`src/rtl/data_bus_arbiter.sv`:
```
// Round-robin arbiter/sequencer moving words from the FFT/FIR/IIR output FIFOs
// over the shared data bus into the routed destination input FIFO.
module data_bus_arbiter #(
  parameter int DATA_W    = 32,
  parameter int BURST_LEN = 4
) (
  input  logic              clk,
  input  logic              rst_n,
  input  logic              enable,
  input  logic [2:0]        req,
  input  logic [1:0]        dst_sel_fft,
  input  logic [1:0]        dst_sel_fir,
  input  logic [1:0]        dst_sel_iir,
  input  logic [2:0]        dst_full,
  input  logic [DATA_W-1:0] fft_data_in,
  input  logic [DATA_W-1:0] fir_data_in,
  input  logic [DATA_W-1:0] iir_data_in,
  output logic [2:0]        src_pop,
  output logic [2:0]        dst_push,
  output logic [2:0]        grant,
  output logic [DATA_W-1:0] data_bus,
  output logic              busy,
  output logic              route_err
);

  typedef enum logic [1:0] {IDLE, POP, XFER} state_t;

  localparam logic [3:0] BURST_LAST = 4'(BURST_LEN);

  state_t      state_reg, state_next;
  logic [1:0]  gidx_reg, gidx_next;
  logic [1:0]  dst_reg, dst_next;
  logic [1:0]  last_reg, last_next;
  logic [3:0]  count_reg, count_next;
  logic        route_err_reg, route_err_next;

  logic [1:0]        sel [3];
  logic [DATA_W-1:0] src_data [3];
  logic [3:0]        full_ext;
  logic [2:0]        elig;
  logic [2:0]        bad_route;
  logic [1:0]        pick;
  logic              pick_valid;

  assign sel[0]      = dst_sel_fft;
  assign sel[1]      = dst_sel_fir;
  assign sel[2]      = dst_sel_iir;
  assign src_data[0] = fft_data_in;
  assign src_data[1] = fir_data_in;
  assign src_data[2] = iir_data_in;
  // Route 3 is reserved; treating it as permanently full keeps the index in range.
  assign full_ext    = {1'b1, dst_full};

  genvar gi;
  generate
    for (gi = 0; gi < 3; gi++) begin : g_src
      assign bad_route[gi] = req[gi] && (sel[gi] == 2'd3 || sel[gi] == 2'(gi));
      assign elig[gi]      = req[gi] && !bad_route[gi] && !full_ext[sel[gi]];
    end
  endgenerate

  function automatic logic [1:0] rr_idx(input logic [1:0] last, input logic [1:0] step);
    logic [2:0] s;
    s = {1'b0, last} + {1'b0, step};
    return (s >= 3'd3) ? 2'(s - 3'd3) : s[1:0];
  endfunction

  // Scan farthest-first so the nearest eligible source after last wins.
  always_comb begin
    pick       = 2'd0;
    pick_valid = 1'b0;
    for (int k = 3; k >= 1; k--) begin
      if (elig[rr_idx(last_reg, 2'(k))]) begin
        pick       = rr_idx(last_reg, 2'(k));
        pick_valid = 1'b1;
      end
    end
  end

  always_comb begin
    state_next     = state_reg;
    gidx_next      = gidx_reg;
    dst_next       = dst_reg;
    last_next      = last_reg;
    count_next     = count_reg;
    src_pop        = 3'b000;
    dst_push       = 3'b000;
    grant          = 3'b000;
    data_bus       = '0;
    busy           = 1'b0;
    route_err_next = (state_reg == IDLE) && (|bad_route);
    case (state_reg)
      IDLE: begin
        if (enable && pick_valid) begin
          gidx_next  = pick;
          dst_next   = sel[pick];
          count_next = 4'd0;
          state_next = POP;
        end
      end
      POP: begin
        grant = 3'b001 << gidx_reg;
        busy  = 1'b1;
        if (req[gidx_reg] && !full_ext[dst_reg] && (count_reg == 4'd0 || enable)) begin
          src_pop    = 3'b001 << gidx_reg;
          state_next = XFER;
        end else begin
          last_next  = gidx_reg;
          state_next = IDLE;
        end
      end
      XFER: begin
        grant      = 3'b001 << gidx_reg;
        busy       = 1'b1;
        data_bus   = src_data[gidx_reg];
        dst_push   = 3'b001 << dst_reg;
        count_next = count_reg + 4'd1;
        if (count_reg + 4'd1 == BURST_LAST) begin
          last_next  = gidx_reg;
          state_next = IDLE;
        end else begin
          state_next = POP;
        end
      end
      default: state_next = IDLE;
    endcase
  end

  always_ff @(posedge clk or negedge rst_n) begin
    if (!rst_n) begin
      state_reg     <= IDLE;
      gidx_reg      <= 2'd0;
      dst_reg       <= 2'd0;
      last_reg      <= 2'd2;
      count_reg     <= 4'd0;
      route_err_reg <= 1'b0;
    end else begin
      state_reg     <= state_next;
      gidx_reg      <= gidx_next;
      dst_reg       <= dst_next;
      last_reg      <= last_next;
      count_reg     <= count_next;
      route_err_reg <= route_err_next;
    end
  end

  assign route_err = route_err_reg;

endmodule

```
`config.mk`:
```
export PLATFORM = sky130hd
export DESIGN_NAME = data_bus_arbiter
export DESIGN_NICKNAME = d
export VERILOG_FILES = /design/src/rtl/data_bus_arbiter.sv
export SDC_FILE = /design/constraint.sdc
export NUM_CORES = 1
export LEC_CHECK = 0
export ABC_CLOCK_PERIOD_IN_PS = 3380
export CORE_MARGIN = 5
export CORE_UTILIZATION = 37
export CTS_CLUSTER_SIZE = 30
export DETAILED_ROUTE_END_ITERATION = 7
export PLACE_DENSITY = 0.92
export SLEW_MARGIN = 20
export SYNTH_ARGS = -nofsm -noshare
export SYNTH_HDL_FRONTEND = slang
export SYNTH_SLANG_ARGS = --single-unit
```
`constraint.sdc`:
```
create_clock -name clk -period 3.38 [get_ports clk]
set_input_delay 0.676 -clock clk [delete_from_list [all_inputs] [get_ports clk]]
set_output_delay 0.676 -clock clk [all_outputs]
set_load 0.1 [all_outputs]
```
Yosys cells after proc, flatten, opt, wreduce, memory -nomap -nowiden. Index checks and enable logic that the tools add are counted.

Add/sub/neg operators: 7. $lt $le $gt $ge: 13. Eq/ne operators: 11. Shifts and indexed selects: 2. Mux-type cells: 46. Bitwise gates (word level): 2. Reductions and logical operators: 34.

Operators by type and width (number): $mux 32 (3); $bmux 32 s2 (1); $lt 2x3->1 const B (8); $mux 2 (12); $bmux 1 s2 (8); $logic_and 1x1->1 (13); $mux 1 (13); $mux 3 (4); $eq 2x2->1 const B (5); $ge 3x2->1 const B (3); $pmux 4 s2 (1); $logic_not 1->1 (7); $add 2x2->3 const B (2); $ge 3x3->1 const B (2); $not 2->3 (2); $pmux 2 s3 (1); $shl 1x2->3 const A (2); $sub 2x2->2 const B (3); $add 4x1->4 const B (1); $bmux 2 s2 (1); $eq 2x1->1 const B (2); $eq 4x3->1 const B (1); $logic_not 2->1 (2); $logic_not 4->1 (1); other kinds (11) (17).

Bits in registers: 13. Bits of input ports: 111. Output and inout port bits: 43. Word-level logic and storage cells: 121.

Longest topological paths before layout.
Depth in word-level cells: 15. Depth in mapped cells: 9. Mapped depth without buffers: 8.

Worst setup path before layout. Ideal clock, no wire load.

Path type: register to output. Start: reg state_reg[0]. End: out grant[0]. Data arrival time: 3613 ps. Required time: 2704 ps. Slack: -909 ps. Stages on the path, launching flop included: 4. Buffers on the path: 0. Cell sequence: dfrtp_1 inv_1 ha_1 nor3b_1.

Longest elaborated chain between the ends: 3. Elaborated cells between the ends (all ways): 4. Classes of those cells: 2 x eq/ne; 1 x mux; 1 x reduce/logical.

Ends and longest elaborated chain: start: declaration (RTL line 30) `state_t state_reg, state_next;`; start signal: assignment (RTL line 138) `state_reg <= state_next;`; $eq 2x2->1 / $eq 2x1->1 (equally long branches) (RTL line 92) `case (state_reg)`; $reduce_or 2->1 (no source line) *; $mux 3 *; end: declaration (RTL line 20) `output logic [2:0] grant,`.

Mark *: on every way between the ends. The rest lies on a longest branch, timed or not.

Worst setup path after layout.
Start: in dst_full[1]. End: out src_pop[0].

Longest elaborated chain between the ends: 7.

Ends and longest elaborated chain: start: declaration (RTL line 14) `input logic [2:0] dst_full,`; $bmux 1 s2 (RTL line 104) `if (req[gidx_reg] && !full_ext[dst_reg] && (count_reg == 4'd0 || enable)) begin`; $mux 1 (implied by the code) (RTL line 104); $logic_not 1->1 (RTL line 104); $logic_and 1x1->1 (2 in a row) (RTL line 104); $mux 3 (RTL line 104); $mux 3 (RTL line 92); end: declaration (RTL line 18) `output logic [2:0] src_pop,`.

No other way between the ends. The select of a mux whose other input is x is not followed.

==> impl_metrics.ini <==
[sta]
setup_tns_ns = 0
tightest_slew_ns = 0.972
slew-limit-headroom = 0.350
setup_viol = 0
drv_slew = 0
max_freq_mhz = 315
rsz0062_at_grt = false
finalHoldViolations = 0
post-route-min-period_ns = 3.17
finalCritPeriodShare = 0.939
fin_skew_ns = 0.00340

[power]
combPwrFrac = 0.840
p_int_mw = 1.07
power.density_nw_per_um2 = 670
switching_power_mw = 1.60
p_seq_frac = 0.110
clkPwrFrac = 0.050
netSwitchingFraction = 0.599
finalPower_mw = 2.66
peakVddDrop_mv = 0.531
p_leak_nw = 1.59

[setup_path]
critPathCaptureType = output pin
crit_path_start_kind = input port
max_stage_delay_ns = 0.47
crit_family = buffers and inverters
cp.buffers_inverters = 2
slowest_stage = clkdlybuf4s50_1
cp.arrival_ns = 2.50
crit_chain = clkdlybuf4s50_1, mux2_2, o22ai_1, nand4b_1, nor3_1, buf_12
worst-setup-path-type = input port to output pin
r2r_setup_slack_ns = 0.78
critPathRequiredTime_ns = 2.70
crit_fanout = 5

[floorplanning]
die_area_um2 = 6910
start_util = 0.385
rows = 26
core_um2 = 5140
die_y_um = 83.1
io_pins = 154
die_x_um = 83.1

[clock_tree]
clockRootBuffer = clkbuf_8
cts_tree = built
clock_sinks = 13
path_clk_slew_ns = 0.05
numCtsBuffers = 3
postCtsResizedCells = 0
htree_num_levels = 1
cts_setup_buffers = 0
hold_buffers = 0
clk_latency_ns = 0.24
clock_path_buffers = 2

[synthesis]
ys_types = 52
ys_ff_latch = 13
netlist_instances = 273
synth_area_um2 = 1980
ys_seq_area_frac = 0.165
async_flop_share = 1.00
ys.flop_type = dfrtp_1
synth_edf_count = 0
syn_nets = 394
ys_warn_count = 0
syn_area_per_cell_um2 = 7.25

[detailed_routing]
ant_nets = 0
drt-wirelength-per-cell_um = 17.3
viasPerCell = 5.29
drt_pre_antenna_iters = 4
drc = 0
finalWirelength_um = 8400
vias = 2578
drt_iter0_markers = 90

[global_routing]
gr-total-overflow = 0
antenna_found_initial = 0
grt_use_total = 0.236
grt_pass1_wl_um = 13500
grt_max_degree = 38
grt_pass1_vias = 2732

[layout]
largest_reg_flops = 4
antenna_cells = 0
final_nets = 539
layout_common_cells = clkdlybuf4s50_1, nor2_1, mux2i_1
syn_to_final_growth_pct = 101
drive_above_1_share = 0.161
layout_commonest_cell = clkdlybuf4s50_1

[place]
gp_congestion = 0.880
placement.io_buffers = 153
hpwl_um = 6930

[min_path]
hold_path.class = flop to flop

[run_status]
status = complete, no violations

[flow_run]
maxCapViolCount = 0
-- kinds of logic (layout without fill, tap and decap cells) --
| kind of cell | count (synthesis) | count (layout) | share of synthesized area |
|---|---|---|---|
| muxes | 44 | 44 | 0.228 |
| and+or+nand+nor | 111 | 111 | 0.267 |
| AOI/OAI and AO/OA | 63 | 63 | 0.206 |
| adders and majority gates | 10 | 10 | 0.0633 |
| buffers and inverters | 30 | 174 | 0.0620 |
| DFF | 13 | 13 | 0.165 |
| xor gates and xnor gates | 2 | 2 | 0.00886 |
-- power groups by stage --
stage          clock network [mW]  logic [mW]  registers (mW)
2_1_floorplan                   0        1.51           0.287
3_3_place_gp                    0        2.20           0.290
3_5_place_dp                    0        2.24           0.295
4_1_cts                     0.138        2.25           0.292
5_1_grt                     0.144        2.37           0.304
6_report                    0.134        2.24           0.293
-- path summary, 6_finish.rpt --
path	end	depth (start not counted)	startpoint
worst min register to register	state_reg[1]	1	state_reg[1]
worst max register to register	dst_reg[1]	7	last_reg[0]
worst max-delay path	src_pop[0]	6	dst_full[1]
min in group asynchronous	last_reg[0]	1	rst_n
worst min-delay path	state_reg[1]	1	state_reg[1]
max in group asynchronous	gidx_reg[1]	1	rst_n
-- through the flow --
| stage | setup WS (ns) | hold WS, ns | cells | util | cell area, um^2 |
|---|---|---|---|---|---|
| floorplan | -0.602 | 0.380 | 273 | - | 1990 |
| global placement | 0.295 | 0.548 | 483 | 0.765 | 3930 |
| detailed placement | 0.209 | 0.576 | 483 | 0.765 | 3930 |
| CTS | 0.202 | 0.587 | 487 | 0.774 | 3980 |
| global route | 0.108 | 0.621 | 487 | 0.774 | 3980 |
| finish | 0.205 | 0.584 | 487 | 0.774 | 3980 |
-- cells in the mapped netlist (2+ instances only) --
cell type,number,share of area
a211o_1,2,0.0089
nand4bb_1,2,0.011
nand3_1,3,0.0076
buf_1,2,0.0038
o22ai_1,2,0.0063
a2111oi_0,2,0.0089
nor2_1,70,0.13
o21ai_0,6,0.015
nor2b_1,3,0.0095
a21oi_1,33,0.083
o21ai_1,2,0.0051
and3_1,4,0.013
o31ai_1,2,0.0076
mux2_2,4,0.023
nand2_1,8,0.015
ha_1,10,0.063
clkbuf_1,13,0.025
buf_2,2,0.0051
dfrtp_1,12,0.15
nand2b_1,2,0.0063
mux2i_1,38,0.19
nor3_1,6,0.015
inv_1,12,0.023
nor3b_1,5,0.019
-- worst reg2reg max path, delay by kind of cell, from the launching register on --
kind / cells / cell delay, ns
simple gates: 1 / 0.20
fa+ha+maj: 1 / 0.47
buf+inv: 1 / 0.12
flops: 1 / 0.45
mux: 1 / 0.16
compound gates: 3 / 1.09
-- area by class of cell --
cell class,instances,area (um^2)
well taps,70,87.6
repair buffers,158,1930
clock buffers,4,45.0
inverters,12,45.0
flip-flops and latches,13,328
fillers,355,1160
multi-input cells,230,1550
-- per-layer routing --
layer / global-route usage / wire length (um)
met2: 0.451 / 4470
met1: 0.250 / 3130
met3: 0.0683 / 676
met5: 0 / 0
met4: 0.0624 / 126
No activity file was read; power rests on OpenSTA's default activity.
